==> src/rtl/sha1_pkg.sv <==
// sha1_pkg
//   Shared definitions for the multi-block SHA-1 core:
//   - SHA-1 initial chaining value H0..H4 and the four round constants
//   - number of rounds per block
//   - FSM state encoding
//   - round helpers: f() selection, K selection and 32-bit rotate-left
package sha1_pkg;

    localparam int ROUNDS = 80;

    localparam logic [31:0] IV_H0 = 32'h67452301;
    localparam logic [31:0] IV_H1 = 32'hEFCDAB89;
    localparam logic [31:0] IV_H2 = 32'h98BADCFE;
    localparam logic [31:0] IV_H3 = 32'h10325476;
    localparam logic [31:0] IV_H4 = 32'hC3D2E1F0;
    localparam logic [159:0] SHA1_IV = {IV_H0, IV_H1, IV_H2, IV_H3, IV_H4};

    localparam logic [31:0] K_00_19 = 32'h5A827999;
    localparam logic [31:0] K_20_39 = 32'h6ED9EBA1;
    localparam logic [31:0] K_40_59 = 32'h8F1BBCDC;
    localparam logic [31:0] K_60_79 = 32'hCA62C1D6;

    typedef enum logic [1:0] {
        ST_IDLE  = 2'd0,
        ST_ROUND = 2'd1,
        ST_FINAL = 2'd2
    } state_t;

    function automatic logic [31:0] rotl(input logic [31:0] x, input int unsigned n);
        logic [31:0] r;
        r = (x << n) | (x >> (32 - n));
        return r;
    endfunction

    // Round function: Ch for 0-19, Parity for 20-39 and 60-79, Maj for 40-59.
    function automatic logic [31:0] sha1_f(input logic [6:0] t, input logic [31:0] b,
                                           input logic [31:0] c, input logic [31:0] d);
        logic [31:0] r;
        if (t < 7'd20) begin
            r = (b & c) | (~b & d);
        end else if (t < 7'd40) begin
            r = b ^ c ^ d;
        end else if (t < 7'd60) begin
            r = (b & c) | (b & d) | (c & d);
        end else begin
            r = b ^ c ^ d;
        end
        return r;
    endfunction

    function automatic logic [31:0] sha1_k(input logic [6:0] t);
        logic [31:0] r;
        if (t < 7'd20) begin
            r = K_00_19;
        end else if (t < 7'd40) begin
            r = K_20_39;
        end else if (t < 7'd60) begin
            r = K_40_59;
        end else begin
            r = K_60_79;
        end
        return r;
    endfunction

endpackage

==> src/rtl/sha1_round.sv <==
// sha1_round
//   One combinational SHA-1 round. Chained UNROLL times inside sha1_core_mb.
//   Ports:
//     a_in..e_in  working variables before the round
//     w_in        message schedule word W[t]
//     t_in        round index 0..79 (selects f() and K)
//     a_out..e_out working variables after the round
module sha1_round
    import sha1_pkg::*;
(
    input  logic [31:0] a_in,
    input  logic [31:0] b_in,
    input  logic [31:0] c_in,
    input  logic [31:0] d_in,
    input  logic [31:0] e_in,
    input  logic [31:0] w_in,
    input  logic [6:0]  t_in,
    output logic [31:0] a_out,
    output logic [31:0] b_out,
    output logic [31:0] c_out,
    output logic [31:0] d_out,
    output logic [31:0] e_out
);

    logic [31:0] temp;

    // All sums wrap modulo 2^32 by virtue of the 32-bit result.
    always_comb begin
        temp = rotl(a_in, 5) + sha1_f(t_in, b_in, c_in, d_in) + e_in + sha1_k(t_in) + w_in;
    end

    assign a_out = temp;
    assign b_out = a_in;
    assign c_out = rotl(b_in, 30);
    assign d_out = c_in;
    assign e_out = d_in;

endmodule

==> src/rtl/sha1_core_mb.sv <==
// sha1_core_mb
//   Iterative SHA-1 compression core with multi-block chaining, UNROLL rounds
//   per clock (1, 2, 4 or 5).
//   Ports:
//     CLK      clock, rising edge
//     nRST     asynchronous active-low reset
//     START    hash one block (sampled only in IDLE)
//     FIRST    with START: 1 = chain from IV, 0 = chain from current SHA1OUT
//     SHA1IN   padded 512-bit block, word 0 in [511:480]
//     BUSY     block in progress (ROUND or FINAL)
//     DONE     one-cycle pulse after SHA1OUT has been updated
//     SHA1OUT  chaining digest H0..H4, H0 in [159:128]
module sha1_core_mb
    import sha1_pkg::*;
#(
    parameter int UNROLL = 1
)
(
    input  logic         CLK,
    input  logic         nRST,
    input  logic         START,
    input  logic         FIRST,
    input  logic [511:0] SHA1IN,
    output logic         BUSY,
    output logic         DONE,
    output logic [159:0] SHA1OUT
);

    generate
        if (!(UNROLL == 1 || UNROLL == 2 || UNROLL == 4 || UNROLL == 5)) begin : g_bad_unroll
            $error("sha1_core_mb: UNROLL must be 1, 2, 4 or 5");
        end
    endgenerate

    state_t        state_q, state_d;
    logic [6:0]    cnt_q, cnt_d;
    logic [31:0]   a_q, a_d, b_q, b_d, c_q, c_d, d_q, d_d, e_q, e_d;
    logic [31:0]   w_q [0:15];
    logic [31:0]   w_d [0:15];
    logic [31:0]   shift_w [0:15];
    logic          first_q, first_d;
    logic [159:0]  out_q, out_d;
    logic          done_q, done_d;

    logic [31:0]   last_a, last_b, last_c, last_d, last_e;
    logic [159:0]  chain;

    genvar gi;

    // Extended schedule view: entry k holds W[cnt+k]. Entries 0..15 are the
    // stored window; entries 16.. are expanded on the fly so the window can
    // slide UNROLL words per edge.
    for (gi = 0; gi < 16 + UNROLL; gi++) begin : g_ext
        logic [31:0] w;
        if (gi < 16) begin : g_stored
            assign w = w_q[gi];
        end else begin : g_expand
            assign w = rotl(g_ext[gi-3].w ^ g_ext[gi-8].w ^ g_ext[gi-14].w ^ g_ext[gi-16].w, 1);
        end
    end

    for (gi = 0; gi < 16; gi++) begin : g_shift
        assign shift_w[gi] = g_ext[gi+UNROLL].w;
    end

    // Round chain; each stage evaluates its own round index so the f()/K
    // selection switches correctly inside an unrolled group.
    for (gi = 0; gi < UNROLL; gi++) begin : g_rnd
        logic [31:0] a_i, b_i, c_i, d_i, e_i;
        logic [31:0] a_o, b_o, c_o, d_o, e_o;
        logic [6:0]  t_i;

        if (gi == 0) begin : g_head
            assign a_i = a_q;
            assign b_i = b_q;
            assign c_i = c_q;
            assign d_i = d_q;
            assign e_i = e_q;
        end else begin : g_link
            assign a_i = g_rnd[gi-1].a_o;
            assign b_i = g_rnd[gi-1].b_o;
            assign c_i = g_rnd[gi-1].c_o;
            assign d_i = g_rnd[gi-1].d_o;
            assign e_i = g_rnd[gi-1].e_o;
        end

        assign t_i = cnt_q + 7'(gi);

        sha1_round u_round (
            .a_in  (a_i),
            .b_in  (b_i),
            .c_in  (c_i),
            .d_in  (d_i),
            .e_in  (e_i),
            .w_in  (g_ext[gi].w),
            .t_in  (t_i),
            .a_out (a_o),
            .b_out (b_o),
            .c_out (c_o),
            .d_out (d_o),
            .e_out (e_o)
        );
    end

    assign last_a = g_rnd[UNROLL-1].a_o;
    assign last_b = g_rnd[UNROLL-1].b_o;
    assign last_c = g_rnd[UNROLL-1].c_o;
    assign last_d = g_rnd[UNROLL-1].d_o;
    assign last_e = g_rnd[UNROLL-1].e_o;

    // SHA1OUT cannot change while a block is in flight, so the chaining value
    // is recovered from the FIRST flag instead of being stored separately.
    assign chain = first_q ? SHA1_IV : out_q;

    always_comb begin
        state_d = state_q;
        cnt_d   = cnt_q;
        a_d     = a_q;
        b_d     = b_q;
        c_d     = c_q;
        d_d     = d_q;
        e_d     = e_q;
        w_d     = w_q;
        first_d = first_q;
        out_d   = out_q;
        done_d  = 1'b0;

        case (state_q)
            ST_IDLE: begin
                if (START) begin
                    for (int j = 0; j < 16; j++) begin
                        w_d[j] = SHA1IN[511 - 32*j -: 32];
                    end
                    if (FIRST) begin
                        a_d = IV_H0;
                        b_d = IV_H1;
                        c_d = IV_H2;
                        d_d = IV_H3;
                        e_d = IV_H4;
                    end else begin
                        a_d = out_q[159:128];
                        b_d = out_q[127:96];
                        c_d = out_q[95:64];
                        d_d = out_q[63:32];
                        e_d = out_q[31:0];
                    end
                    first_d = FIRST;
                    cnt_d   = '0;
                    state_d = ST_ROUND;
                end
            end

            ST_ROUND: begin
                a_d   = last_a;
                b_d   = last_b;
                c_d   = last_c;
                d_d   = last_d;
                e_d   = last_e;
                w_d   = shift_w;
                cnt_d = cnt_q + 7'(UNROLL);
                if (cnt_d == 7'(ROUNDS)) begin
                    state_d = ST_FINAL;
                end
            end

            ST_FINAL: begin
                out_d   = {chain[159:128] + a_q,
                           chain[127:96]  + b_q,
                           chain[95:64]   + c_q,
                           chain[63:32]   + d_q,
                           chain[31:0]    + e_q};
                done_d  = 1'b1;
                state_d = ST_IDLE;
            end

            default: begin
                state_d = ST_IDLE;
            end
        endcase
    end

    always_ff @(posedge CLK or negedge nRST) begin
        if (!nRST) begin
            state_q <= ST_IDLE;
            cnt_q   <= '0;
            a_q     <= '0;
            b_q     <= '0;
            c_q     <= '0;
            d_q     <= '0;
            e_q     <= '0;
            for (int j = 0; j < 16; j++) begin
                w_q[j] <= '0;
            end
            first_q <= 1'b0;
            out_q   <= '0;
            done_q  <= 1'b0;
        end else begin
            state_q <= state_d;
            cnt_q   <= cnt_d;
            a_q     <= a_d;
            b_q     <= b_d;
            c_q     <= c_d;
            d_q     <= d_d;
            e_q     <= e_d;
            w_q     <= w_d;
            first_q <= first_d;
            out_q   <= out_d;
            done_q  <= done_d;
        end
    end

    assign BUSY    = (state_q != ST_IDLE);
    assign DONE    = done_q;
    assign SHA1OUT = out_q;

endmodule

==> config.mk <==
export PLATFORM = sky130hd
export DESIGN_NAME = sha1_core_mb
export DESIGN_NICKNAME = d
export VERILOG_FILES = /design/src/rtl/sha1_pkg.sv /design/src/rtl/sha1_round.sv /design/src/rtl/sha1_core_mb.sv
export SDC_FILE = /design/constraint.sdc
export NUM_CORES = 2
export LEC_CHECK = 0
export CAP_MARGIN = 20
export CORE_ASPECT_RATIO = 0.7
export CORE_UTILIZATION = 56
export DETAILED_ROUTE_END_ITERATION = 10
export MAX_ROUTING_LAYER = met4
export PLACE_DENSITY = 0.81
export SLEW_MARGIN = 20
export SYNTH_ARGS = -nofsm -noshare
export SYNTH_HDL_FRONTEND = slang
export SYNTH_SLANG_ARGS = --single-unit
==> constraint.sdc <==
create_clock -name CLK -period 7.25 [get_ports CLK]
set_input_delay 1.0875 -clock CLK [delete_from_list [all_inputs] [get_ports CLK]]
set_output_delay 1.0875 -clock CLK [all_outputs]
set_load 0.02 [all_outputs]
# == Word level (Yosys, flattened, before mapping) ==
# Cells that the tools add are included.
# op_classes
multipliers,0
n_reduce_logical,6
n_addsub,10
bitwise_logic,16
order_cmp,3
eq_ne,5
n_mux,30
shift,0
div_mod_pow,0
# op_table
op,n
case mux 512 bit (2 select lines),1
2-to-1 mux 512 bit,1
2-to-1 mux 32 bit,15
case mux 32 bit (2 select lines),5
adder 32 bit,9
2-to-1 mux 160 bit,1
bitwise XOR 32 bit,5
AND 32 bit,4
OR 32 bit,3
inverter 32 bit,1
OR 32 x 1 -> 32 bit,1
OR 32 x 30 -> 32 bit,1
OR 32 x 5 -> 32 bit,1
2-to-1 mux 31 bit,1
less-than comparator 7 x 6 -> 1 bit (second input constant),2
case mux 7 bit (2 select lines),1
adder 7 x 1 -> 7 bit (second input constant),1
equality test 7 bit (second input constant),1
less-than comparator 7 x 5 -> 1 bit (second input constant),1
2-to-1 mux 7 bit,1
AND reduction 2 bit,3
2-to-1 mux 2 bit,2
!= test 2 bit (second input constant),2
case mux 2 bit (2 select lines),1
other kinds (5),6
# totals
word_cells,96
ramBits,0
in_bits,516
out_inout_bits,162
n_memories,0
register_bits,843
latchBits,0
romBits,0

# == Depth between registers and ports, before layout ==
# logic_depth
word_depth,11
ltp_mapped,25
ltp_nobuf,24

# == By module ==
# A second synthesis with hierarchy kept.
# hier_totals
cells_unflattened,6242
area_unflattened_um2,52338.9
# by_module_without_submodules
mod,seq_area_each_um2,cells_per_inst,area_each_um2,instances
sha1_core_mb,21095.2,5544,46014.1,1
sha1_round,0.0,698,6324.8,1

# == Least setup slack after synthesis ==
# Ideal clock, no wire load.
# synth_path
kind,register to register
startpoint,register cnt_q[2]
endpoint,register a_q[31]
path_buffers,1
setup_slack_ps,1626
stages_incl_launch_ff,25
synth_period_minus_slack_ps,5624
arrival_time_ps,5523
setup_ps,101
path_cell_list,dfrtp_1 -> clkbuf_2 -> and4_1 -> nor2_2 -> nand2_2 -> inv_2 -> nor2_4 -> a221oi_1 -> fa_1 -> fa_1 -> fa_1 -> inv_1 -> ha_1 -> inv_1 -> fa_1 -> nor2b_4 -> o21ai_2 -> a2111oi_1 -> nor2_2 -> a31oi_4 -> and4_4 -> o41a_1 -> a211oi_2 -> mux2i_1 -> nor4_1
# synth_between
elab_chain_cells,9
word_cells_on_any_way,14
cone_classes,add/sub (4); order compare (3); mux (7)
# synth_lines
item,line_no,rtl
"start, declared",sha1_core_mb.sv:36,"logic [6:0] cnt_q, cnt_d;"
"start signal, assigned",sha1_core_mb.sv:199,cnt_q <= cnt_d;
less-than comparator 7 x 6 -> 1 bit,"sha1_pkg.sv:43, sha1_pkg.sv:57",
2-to-1 mux 32 bit,sha1_pkg.sv:43,end else if (t < 7'd60) begin
2-to-1 mux 32 bit,sha1_pkg.sv:41,end else if (t < 7'd40) begin
2-to-1 mux 32 bit,sha1_pkg.sv:39,if (t < 7'd20) begin
adder 32 bit (2 in a row),sha1_round.sv:29,"temp = rotl(a_in, 5) + sha1_f(t_in, b_in, c_in, d_in) + e_in + sha1_k(t_in) + w_in;"
adder 32 bit * (2 in a row),sha1_round.sv:29,
case mux 32 bit (2 select lines) *,sha1_core_mb.sv:128,case (state_q)
"end signal, assigned",sha1_core_mb.sv:186,a_q <= '0;
"end signal, assigned",sha1_core_mb.sv:200,a_q <= a_d;
"end, declared",sha1_core_mb.sv:37,"logic [31:0] a_q, a_d, b_q, b_d, c_q, c_d, d_q, d_d, e_q, e_d;"
# Every way passes the cells marked *; elsewhere a longest branch is shown, timed or not.
# A chain may end at the register's enable or synchronous reset.

# == Worst setup path in the final report ==
# layout_path
startpoint,register cnt_q[3]
endpoint,register a_q[31]
# The elaborated chain is that of the path after synthesis.

==> results.md <==
* Vias per cell at 6.19
* Reg clk slew, reported paths at 0.06 ns
* CTS Buffer Depth at 3
* Wire length per cell at 25.6 um
* Area leader, netlist: dfrtp_1
* Port Buffer Count at 677
* Worst r2r dst: a_q[31]$_DFFE_PN0P_
* Worst min-delay path class: input port to asynchronous set/reset pin
* Root Buffer: clkbuf_16
* Startpoint Class: flip-flop
* DRT iter0 DRCs at 7362
* Row Count at 92
* PostCTS Resize Cnt at 0
* I/O pin count at 678
* Cells on worst reg2reg path at 24
* Total Wirelength at 203 mm
* Crit Path Max Fanout at 17
* Post-synth EDFFs at 0
* Layout net count at 7396
* Vias in the first global route at 43800
* Hold Vio Cnt, Final at 0
* Vias at 49000
* Most used cell, CP: fa_1
* Pre-antenna DRT Iters at 6
* Max incr delay on CP at 0.53 ns
* Reg-to-Reg Start: cnt_q[3]$_DFFE_PN0P_
* Ys async rst share at 100%
* Final setup vio count at 0
* WP depth at 24
* Tmin final at 6.16 ns
* Largest net degree at the start of global routing at 219
* Global route overflow at 0
* GP Congestion at 0.997
* Top-area cell type share of the netlist area at 41.3%
* DRT antenna net count at 0
* Antenna violations before repair at 55
* Ys flop type: dfrtp_1
* Post-synthesis cell type count at 89
* Fmax at 0.162 GHz
* Seq cells post-synth at 843
* H-tree lvl count at 3
* Cell Area, Synth at 0.0511 sq mm
* Final worst setup slack at 1.09 ns
* Worst path required time at 7.87 ns
* Core area at 0.0901 sq mm
* Post-DP HPWL at 151 mm
* Syn avg cell area at 8.35 sq um
* R2r setup slk at 1.09 ns
* Top-count cell post-synth: nand2_1
* Chip width at 363 um
* Outcome: finished clean
* Filler cells at 7315
* Final period utilization at 85.0%
* Height of the chip at 255 um
* Syn Nets at 6945
* Yosys warning total at 0
* Max-Slew Margin vs Limit at 22.8%
* Max Clock Skew at 0.0316 ns
* DRC Markers at 0
* Starting Density at 56.7%
* Ranking of synthesized cells by area: dfrtp_1, nand2_1, a31oi_1
* Post-CTS Setup Repair Bufs at 0
* Sequential share of the synthesized area at 41.3%
* TritonCTS clock tree: done
* Top post-synthesis cells by count: nand2_1, dfrtp_1, nor2_1, a31oi_1, o21ai_0
* GRT Util Overall at 44.1%
* Global-route wire length before repair at 291 mm
* Max-slew violation count at 0
* Share of cells above drive strength 1 at 5.35%
* Worst path top cell family by delay: adder cells
* Hold Buf Count CTS at 0
* Syn Inst Count at 6112
* Die ar. at 0.0924 sq mm
* Pre-CTS setup slack at 1.15 ns
* Setup crit end kind: flip-flop
* RSZ-0062 raised after global routing: no
* Clock sink total at 843
* CP arrival at 6.78 ns
* Worst-path cell chain: and4_1, nor2_2, buf_4, nand2_2, inv_2, buf_4, a221oi_1, fa_1, fa_1, fa_1, inv_1, ha_1, inv_1, fa_1, nor2b_4, o21ai_2, a2111oi_1, nor2_2, a31oi_4, and4_4, o41a_1, a211oi_2, mux2i_1, nor4_1
* Area grow syn2layout at 21.3%
* Setup TNS at 0 ns
* Max-Cap Viols at 0
* Worst Tran Pin Value at 1.15 ns
* Critical path buffers and inverters at 5
* Latest clock arrival within the worst-skew pair at 0.72 ns
* CP max-delay cell: fa_1
* Critical path class: flip-flop to flip-flop
* TritonCTS buffer count at 86
==> cell usage in the layout, fill, tap and decap left out, drive strengths merged, types with 54 or more instances in the layout <==
| master | synthesis | routed |
|---|---|---|
| or3 | 84 | 84 |
| buf | 34 | 69 |
| and3 | 75 | 75 |
| xor2 | 78 | 78 |
| a211oi | 54 | 54 |
| ha | 192 | 192 |
| dfrtp | 843 | 843 |
| a21o | 75 | 75 |
| nor2 | 626 | 626 |
| clkbuf | 347 | 124 |
| a21oi | 260 | 260 |
| clkdlybuf4s50 | 0 | 675 |
| inv | 226 | 231 |
| a31oi | 504 | 504 |
| nand2 | 1382 | 1382 |
| o21ai | 438 | 438 |
| diode | 0 | 60 |
| or2 | 82 | 82 |
| nor2b | 88 | 88 |
| fa | 125 | 125 |
| xnor2 | 167 | 167 |
==> routing by layer <==
metal	share of wire, %	global-route usage, %	wire [um]
met1	42	65.3	86000
met2	40	55.7	81400
met3	14	14.0	28000
met4	3.6	15.3	7230
met5	0	-	0
==> flip-flops by register name, indices dropped and copies added (netlist names), 2 cells and up <==
signal	flops
g_ext.w	512
a_q	32
SHA1OUT	160
cnt_q	7
e_q	32
state_q	2
b_q	32
c_q	32
d_q	32
==> stage by stage <==
stage	hold slack [ns]	cells	utilization [%]	area (sq um)
2_1_floorplan	0.450	6112	-	51100
3_3_place_gp	0.462	7696	65.1	58700
3_5_place_dp	0.471	7696	65.1	58700
4_1_cts	0.420	7855	68.5	61700
5_1_grt	0.445	7908	68.7	61900
6_report	0.392	7916	68.7	61900
==> cells by family after synthesis <==
group / count (synthesis) / synth area share [%]
compound gates: 1553 / 18.8
xor+xnor: 245 / 4.20
fa+ha+maj: 317 / 9.61
buf+inv: 609 / 4.48
flops: 843 / 41.3
mux: 41 / 0.806
simple gates: 2504 / 20.8
==> worst max path at each step <==
stage                         start                  end  slack [ns]
2_1_floorplan  cnt_q[2]$_DFFE_PN0P_  a_q[31]$_DFFE_PN0P_        1.63
3_3_place_gp   cnt_q[3]$_DFFE_PN0P_  a_q[31]$_DFFE_PN0P_        1.22
4_1_cts        cnt_q[3]$_DFFE_PN0P_  a_q[31]$_DFFE_PN0P_        1.12
6_report       cnt_q[3]$_DFFE_PN0P_  a_q[31]$_DFFE_PN0P_        1.09
5_1_grt        cnt_q[3]$_DFFE_PN0P_  a_q[31]$_DFFE_PN0P_        0.80
3_5_place_dp   cnt_q[3]$_DFFE_PN0P_  a_q[31]$_DFFE_PN0P_        1.15
==> cell type report <==
| cell class | count | area (sq um) | share of cell area [%] |
|---|---|---|---|
| multi-input cells | 4660 | 27700 | 44.8 |
| flip-flops and latches | 843 | 21100 | 34.1 |
| inverters | 228 | 856 | 1.38 |
| well taps | 1222 | 1530 | 2.47 |
| clock inverters | 35 | 569 | 0.919 |
| repair buffers | 744 | 7480 | 12.1 |
| clock buffers | 124 | 2530 | 4.08 |
| diodes | 60 | 150 | 0.242 |
Power is not shown: default switching activity piles up to over one toggle a cycle in this logic, so the estimate is an artifact.
